<file path="src/rtl/seq_det_pkg.sv">
// ============================================================================
// Module  : seq_det_pkg
// Brief   : Shared constants and helpers for the seq_det serial pattern detector.
// Revision: 1.0
// ============================================================================
`default_nettype none

package seq_det_pkg;

  localparam int         DEFAULT_SEQ_LEN = 8;
  localparam logic [7:0] DEFAULT_PATTERN = 8'hA5;
  localparam int         MATCH_CNT_W     = 16;

  localparam int DEFAULT_FILL_W = $clog2(DEFAULT_SEQ_LEN + 1);
  typedef logic [DEFAULT_FILL_W-1:0] fill_t;

  // Width that holds every fill count 0..seq_len inclusive.
  function automatic int fill_width(input int seq_len);
    return $clog2(seq_len + 1);
  endfunction

endpackage

`default_nettype wire

</file>
<file path="src/rtl/seq_det_shreg.sv">
// ============================================================================
// Module  : seq_det_shreg
// Brief   : LSB-first history shift register with saturating, flushable fill count.
// Revision: 1.0
// ============================================================================
`default_nettype none

module seq_det_shreg
  import seq_det_pkg::*;
#(
  parameter int SEQ_LEN = DEFAULT_SEQ_LEN,
  parameter int FILL_W  = fill_width(DEFAULT_SEQ_LEN)
) (
  input  logic               clk,
  input  logic               rst,
  input  logic               din,
  input  logic               flush,
  output logic [SEQ_LEN-1:0] hist_nxt,
  output logic [FILL_W-1:0]  fill_nxt
);

  localparam logic [FILL_W-1:0] C_FILL_MAX = FILL_W'(SEQ_LEN);

  logic [SEQ_LEN-1:0] r_hist;
  logic [FILL_W-1:0]  r_fill;
  logic               w_unused_hist_lsb;

  // fill_nxt is the pre-flush count so the comparator sees the count that
  // includes the bit being sampled on this edge.
  always_comb begin
    hist_nxt = {din, r_hist[SEQ_LEN-1:1]};
    fill_nxt = (r_fill == C_FILL_MAX) ? r_fill : r_fill + FILL_W'(1);
  end

  assign w_unused_hist_lsb = r_hist[0];

  always_ff @(posedge clk or posedge rst) begin
    if (rst) begin
      r_hist <= '0;
      r_fill <= '0;
    end else begin
      r_hist <= hist_nxt;
      r_fill <= flush ? '0 : fill_nxt;
    end
  end

endmodule

`default_nettype wire

</file>
<file path="src/rtl/seq_det.sv">
// ============================================================================
// Module  : seq_det
// Brief   : Serial LSB-first pattern detector with registered one-cycle match
//           pulse; optional saturating match counter under SEQ_DET_MATCH_CNT_EN.
// Revision: 1.0
// ============================================================================
`default_nettype none

module seq_det
  import seq_det_pkg::*;
#(
  parameter int                 SEQ_LEN = DEFAULT_SEQ_LEN,
  parameter logic [SEQ_LEN-1:0] PATTERN = SEQ_LEN'(DEFAULT_PATTERN),
  parameter int                 OVERLAP = 1
) (
  input  logic                   clk,
  input  logic                   rst,
  input  logic                   ser_data,
  output logic                   seq_detected
`ifdef SEQ_DET_MATCH_CNT_EN
  ,
  output logic [MATCH_CNT_W-1:0] match_cnt
`endif
);

  localparam int                FILL_W     = fill_width(SEQ_LEN);
  localparam logic [FILL_W-1:0] C_FILL_MAX = FILL_W'(SEQ_LEN);

  logic [SEQ_LEN-1:0] w_hist_nxt;
  logic [FILL_W-1:0]  w_fill_nxt;
  logic               w_match;
  logic               w_flush;
  logic               r_seq_detected;

  seq_det_shreg #(
    .SEQ_LEN (SEQ_LEN),
    .FILL_W  (FILL_W)
  ) u_shreg (
    .clk      (clk),
    .rst      (rst),
    .din      (ser_data),
    .flush    (w_flush),
    .hist_nxt (w_hist_nxt),
    .fill_nxt (w_fill_nxt)
  );

  // The fill qualifier keeps zero-filled history after reset from matching.
  assign w_match = (w_fill_nxt == C_FILL_MAX) && (w_hist_nxt == PATTERN);

  generate
    if (OVERLAP != 0) begin : g_overlap
      assign w_flush = 1'b0;
    end else begin : g_no_overlap
      assign w_flush = w_match;
    end
  endgenerate

  always_ff @(posedge clk or posedge rst) begin
    if (rst) begin
      r_seq_detected <= 1'b0;
    end else begin
      r_seq_detected <= w_match;
    end
  end

  assign seq_detected = r_seq_detected;

`ifdef SEQ_DET_MATCH_CNT_EN
  logic [MATCH_CNT_W-1:0] r_match_cnt;

  // Counts on the same edge that raises seq_detected, so the count already
  // includes a pulse while it is visible.
  always_ff @(posedge clk or posedge rst) begin
    if (rst) begin
      r_match_cnt <= '0;
    end else if (w_match && (r_match_cnt != {MATCH_CNT_W{1'b1}})) begin
      r_match_cnt <= r_match_cnt + MATCH_CNT_W'(1);
    end
  end

  assign match_cnt = r_match_cnt;
`endif

endmodule

`default_nettype wire

</file>
<file path="config.mk">
export PLATFORM = sky130hd
export DESIGN_NAME = seq_det
export DESIGN_NICKNAME = d
export VERILOG_FILES = /design/src/rtl/seq_det_pkg.sv /design/src/rtl/seq_det_shreg.sv /design/src/rtl/seq_det.sv
export SDC_FILE = /design/constraint.sdc
export NUM_CORES = 1
export LEC_CHECK = 0
export ABC_AREA = 1
export CORE_AREA = 4 4 41 43
export CTS_CLUSTER_SIZE = 8
export DETAILED_ROUTE_END_ITERATION = 8
export DIE_AREA = 0 0 45 47
export PLACE_DENSITY = 0.53
export SYNTH_ARGS = -nofsm -noshare
export SYNTH_HDL_FRONTEND = slang
export SYNTH_SLANG_ARGS = --single-unit
</file>
<file path="constraint.sdc">
create_clock -name clk -period 2.95 [get_ports clk]
set_input_delay 0.59 -clock clk [delete_from_list [all_inputs] [get_ports clk]]
set_output_delay 0.59 -clock clk [all_outputs]
set_load 0.1 [all_outputs]
</file>
; After elaboration in Yosys (flattened, before gate mapping)
; Cells that the tools add are included.
; Widths: inputs -> output; s select.
[totals]
ff_bits = 13
output_inout_bits = 1
word_cells = 9
in_bits = 3
[op_classes]
n_eq_ne = 3
n_addsub = 1
reduce_logical = 1
mux = 1
[op_table]
columns = operator, count
row1 = $eq 4x4->1 const B, 2
row2 = $eq 8x8->1 const B, 1
row3 = $add 4x1->4 const B, 1
row4 = $mux 4, 1
row5 = $logic_and 1x1->1, 1

; Logic depth before layout (Yosys ltp)
; Gate-level depths: netlist of the first run.
[depth]
ltp_word = 4
depth_mapped = 7
ltp_nobuf = 7

; By module
; A second synthesis of the first run with hierarchy kept.
[hier_totals]
hier_cells = 57
hier_area_um2 = 508.0
[modules_own_cells]
columns = module, n_inst, cells_each, area_per_inst_um2, seq_area_each_um2
row1 = seq_det_shreg, 1, 39, 415.4, 275.3
row2 = seq_det, 1, 18, 92.6, 25.0

; Worst setup path before layout of the first run
; OpenSTA, ideal clock, no wires.
[synth_path]
path_kind = register to output
from = reg r_seq_detected, in the netlist seq_detected
to = out seq_detected
path_buffers = 0
stages_incl_launch_ff = 1
required_time_ns = 2.360
arrival_ns = 0.883
path_slack_ns = 1.477
path_cell_list = dfrtp_1
[synth_rtl]
columns = item, line_no
row1 = start: declaration, seq_det.sv:33  ; logic r_seq_detected;
row2 = start signal: assignment, seq_det.sv:62  ; r_seq_detected <= w_match;
row3 = end: declaration, seq_det.sv:19  ; output logic seq_detected
; No word-level cell between the ends.

; Worst setup path after layout of the first run
[layout_path]
from = reg r_seq_detected, in the netlist seq_detected
to = out seq_detected
; No word-level cell between the ends.

==> impl_metrics.yaml, run 1 <==
timing:
  worst_hold_slack_ns: 0.375
  period_needed_ns: 1.47
  worst_pin_slew_ns: 0.427
  skew_ns: 0.00426
  fmax_mhz: 681
  rsz0062_at_grt: "false"
  fin_setup_tns_ns: 0
  setup_viol: 0
  period_share_pct: 49.8
  slew_violations: 0
  maxSlewHeadroom_pct: 71.5
  hold_violations: 0
critical_path:
  worstPathRequired_ns: 2.36
  cp-start-kind: "flop"
  slowest_delay_ns: 0.33
  critPathSlowestCell: "dfrtp_1"
  path_cells: "buf_4"
  arrival_ns: 0.88
  cp_top_family: "flip-flops"
  cp.buffers_inverters: 1
  worst-setup-path-type: "flop to output pin"
  end_kind: "output pin"
  cp_max_fo: 1
routing:
  final_antenna_net_count: 0
  drtIter0Drc: 6
  vias: 278
  first_pass_iters: 4
  via_per_inst: 4.41
  wl_um: 648
  drc: 0
  routedWlPerCell_um: 10.3
logic_synthesis:
  synth_nets: 46
  netlist_area_um2: 448
  synthCells: 41
  yosys.cell_types.count: 11
  yosysWarnings: 0
  yosysSeqAreaShare_pct: 67.0
  ys_ff_latch: 12
  post_synth.cell_area_avg_um2: 10.9
cells_and_area:
  fin_nets: 54
  layout_commonest_cell: "dfrtp_1"
  area_growth_pct: 18.4
  antenna_cells: 0
  drive_above_1_share_pct: 12.5
  layout.cells.non_filler: 63
  most-common-layout-cells: "dfrtp_1, inv_1, nor2_1"
cts:
  cts_sinks: 12
  clock_path_buffers: 2
  cts_made_buffers: 3
  postCtsResizedCells: 0
  root_buffer: "clkbuf_4"
  cts_tree: "built"
  cts_hold_buf: 0
  cts-htree-levels: 1
  postCtsSetupRepairBufs: 0
  clk_pin_slew_ns: 0.07
  clock_latency_ns: 0.27
global_route:
  grt_pass1_vias: 255
  grt_max_degree: 13
  overflow: 0
  grt_pass1_wl_um: 1030
  grtUsageTotal_pct: 7.49
  antenna_found_initial: 0
pwr:
  powerDensity_nw_per_um2: 578
  vdd_drop_max_mv: 0.291
  leakagePower_uw: 0.000277
floorplanning:
  core_area_um2: 1300
  dieHeight_um: 47
  die_width_um: 45
  rows: 13
  initial_core_util_pct: 34.4
  fp.dieArea_um2: 2120
  io_pins: 4
place:
  place_inst: 59
  gp_congestion: 0.708
  io_buffers: 3
  hpwlAfterDp_um: 483
run_status:
  status: "complete, no violations"
flow_run:
  maxCapViolations: 0
worst_hold_path:
  min_path_type: "flop to flop"
[logic make-up (layout without fill, tap and decap cells)]
| logic type | after synthesis | in the layout | synth area share, % |
|---|---|---|---|
| and+or+nand+nor | 14 | 14 | 14.0 |
| DFF | 12 | 12 | 67.0 |
| buffers and inverters | 10 | 17 | 8.38 |
| adders and majority gates | 2 | 2 | 5.59 |
| AOI/OAI and AO/OA | 2 | 2 | 3.07 |
| xor gates and xnor gates | 1 | 1 | 1.96 |
[per-stage QoR]
| step | util (%) | power (uW) | worst slack (ns) | instance area (um^2) |
|---|---|---|---|---|
| after global placement | 38.0 | 183 | 1.49 | 494 |
| after floorplan | - | 179 | 1.48 | 448 |
| after global routing | 40.8 | 322 | 1.44 | 531 |
| final | 40.8 | 307 | 1.48 | 531 |
| after CTS | 40.8 | 311 | 1.47 | 531 |
| after detailed placement | 38.0 | 183 | 1.47 | 494 |
[power by group]
group          switching (uW)  internal, uW  leakage (uW)
combinational            4.80          3.53      0.000110
clock                    51.6          75.0     0.0000210
sequential               2.34           169      0.000146
[final timing paths]
path                                    from                 to  slack (ns)  cells past startpoint
min reg2reg                u_shreg.r_hist[7]  u_shreg.r_hist[6]        0.37                      0
max reg2reg                u_shreg.r_fill[0]       seq_detected        1.66                      7
max                             seq_detected       seq_detected        1.48                      1
min in group asynchronous                rst  u_shreg.r_hist[6]        0.63                      2
min                        u_shreg.r_hist[7]  u_shreg.r_hist[6]        0.37                      0
max in group asynchronous                rst  u_shreg.r_hist[1]        2.02                      2
[routing by layer]
metal	share of wire (%)	global-route usage, %	vias up
li1	-	-	138
met1	46	7.69	128
met2	44	11.3	9
met3	6.9	3.45	3
met4	2.2	7.02	0
met5	0	0	-
[Yosys cell counts (all sizes together)]
| cell | n | area, um^2 |
|---|---|---|
| a21oi | 1 | 8.76 |
| dfrtp | 12 | 300 |
| ha | 2 | 25.0 |
| inv | 10 | 37.5 |
| nand2 | 2 | 7.51 |
| nand3 | 3 | 15.0 |
| nand3b | 1 | 7.51 |
| nand4 | 1 | 6.26 |
| nor2 | 7 | 26.3 |
| o21ai | 1 | 5.00 |
| xor2 | 1 | 8.76 |
[flip-flops by register name, indices dropped and copies added (netlist names)]
signal	flops
seq_detected	1
u_shreg.r_hist	7
u_shreg.r_fill	4
[final cells by class]
type,instances,area [um^2]
Timing Repair Buffer,3,27.5
Fill cell,132,771
Tap cell,15,18.8
Inverter,10,37.5
Sequential cell,12,300
Multi-Input combinational cell,19,110
Clock buffer,4,36.3
Power figures use the tool's default switching activity.
==> inputs of run 2 (changes only) <==
PLACE_DENSITY = 0.55   (was 0.53)
clock period = 1.3 ns   (was 2.95 ns; I/O delays follow)
==> run 2 against run 1 <==
  * Clock skew grew 0.00051 ns
  * Non-clock buffer count grew 1
  * Hold slack lost 0.089 ns
  * Sequential share of layout area shrank 0.66 points
  * Count of clock-buffer cells in the layout shrank 1
  * Register-to-register slack lost 1.6 ns
  * Critical path depth grew 6
  * Sequential cell count is the same
==> impl_metrics.yaml, run 2 (synthesis gave the netlist of run 1 again) <==
place:
  io_buffers: 3
  gp_congestion: 0.691
  hpwlAfterDp_um: 451
run_status:
  status: "complete, no violations"
global_route:
  overflow: 0
  grtUsageTotal_pct: 7.00
  grt_max_degree: 13
  grt_pass1_wl_um: 986
  antenna_found_initial: 0
  grt_pass1_vias: 254
cells_and_area:
  antenna_cells: 0
  drive_above_1_share_pct: 12.5
  most-common-layout-cells: "dfrtp_1, inv_1, nor2_1"
  layout_commonest_cell: "dfrtp_1"
  top_register: "u_shreg.r_hist"
  area_growth_pct: 19.8
  largest_register_ff_count: 7
  fill_cells: 128
  fin_nets: 55
routing:
  vias: 262
  via_per_inst: 4.16
  drtIter0Drc: 1
  wl_um: 587
  final_antenna_net_count: 0
  routedWlPerCell_um: 9.32
  first_pass_iters: 3
  drc: 0
pwr:
  leakagePower_uw: 0.000278
  powerDensity_nw_per_um2: 1160
  vdd_drop_max_mv: 0.507
cts:
  clock_latency_ns: 0.26
  postCtsSetupRepairBufs: 0
  cts_made_buffers: 3
  cts-htree-levels: 1
  clock_path_buffers: 2
  cts_tree: "built"
  clk_pin_slew_ns: 0.07
  cts_sinks: 12
  root_buffer: "clkbuf_4"
floorplanning:
  io_pins: 4
  die_width_um: 45
  fp.dieArea_um2: 2120
  core_area_um2: 1300
  rows: 13
  dieHeight_um: 47
  initial_core_util_pct: 34.4
timing:
  setup_viol: 0
  fin_setup_tns_ns: 0
  rsz0062_at_grt: "false"
  hold_violations: 0
  fmax_mhz: 835
  slew_violations: 0
  maxSlewHeadroom_pct: 72.0
  skew_ns: 0.00477
  period_share_pct: 92.2
  worst_hold_slack_ns: 0.285
  worst_pin_slew_ns: 0.420
  period_needed_ns: 1.20
critical_path:
  arrival_ns: 1.40
  end_kind: "flop"
  worstPathRequired_ns: 1.50
  cp-start-kind: "flop"
  cp_max_fo: 3
  worst-setup-path-type: "flop to flop"
flow_run:
  maxCapViolations: 0
worst_hold_path:
  min_path_type: "primary input to asynchronous set/reset pin"
==> run 2: timing repair <==
action / CTS / global route
setup endpoints to repair: 0 / 1
hold buffers: 0 / 0
gates resized for setup: 0 / 1
==> run 2: cell type report <==
class                           instances  area, um^2  area share [%]
Sequential cell                        12         300            55.9
Multi-Input combinational cell         19         110            20.5
Timing Repair Buffer                    4        47.5            8.86
Inverter                               10        37.5            6.99
Clock buffer                            3        22.5            4.20
Tap cell                               15        18.8            3.50
==> run 2: per-stage QoR <==
stage | area (um^2) | total power, uW | setup WS [ns] | std cells | util (%)
CTS | 537 | 633 | 0.0735 | 63 | 41.3
global placement | 514 | 416 | 0.118 | 60 | 39.5
global route | 537 | 655 | 0.00346 | 63 | 41.3
floorplan | 448 | 406 | 0.147 | 41 | -
finish | 537 | 623 | 0.102 | 63 | 41.3
detailed placement | 514 | 416 | 0.0935 | 60 | 39.5
==> run 2: path summary, 6_finish.rpt <==
kind	start	endpoint	slack [ns]	cells past startpoint
max	u_shreg.r_fill[1]	seq_detected	0.10	7
max in group asynchronous	rst	u_shreg.r_fill[1]	0.72	2
min	rst	u_shreg.r_hist[5]	0.29	2
max reg2reg	u_shreg.r_fill[1]	seq_detected	0.10	7
min reg2reg	u_shreg.r_hist[7]	u_shreg.r_hist[6]	0.37	0
min in group clk	u_shreg.r_hist[7]	u_shreg.r_hist[6]	0.37	0
==> run 2: layer usage <==
metal	wire length (um)	global-route usage [%]	part of all wire [%]
met5	0	0	0
met4	0	7.02	0
met3	23	2.30	3.9
met2	279	8.76	48
met1	284	9.13	48
==> run 2: power by group <==
group / switching, uW / internal, uW / leakage, uW / total (uW)
clock network: 108 / 107 / 0.0000138 / 215
logic: 10.6 / 8.25 / 0.000118 / 18.9
registers: 5.16 / 384 / 0.000146 / 389
==> run 2: critical path, stage by stage, from the launching register on <==
cell,delay (ns)
dfrtp_1,0.37
inv_1,0.05
ha_1,0.28
nor2_1,0.10
nand3_1,0.09
nor2_1,0.09
nand3_1,0.07
nor2_1,0.08
==> inputs of run 3 (changes only) <==
TNS_END_PERCENT = 1   (was default)
==> results of run 3 <==
No change in the layout: final DEF, timing and power equal those of run 2.
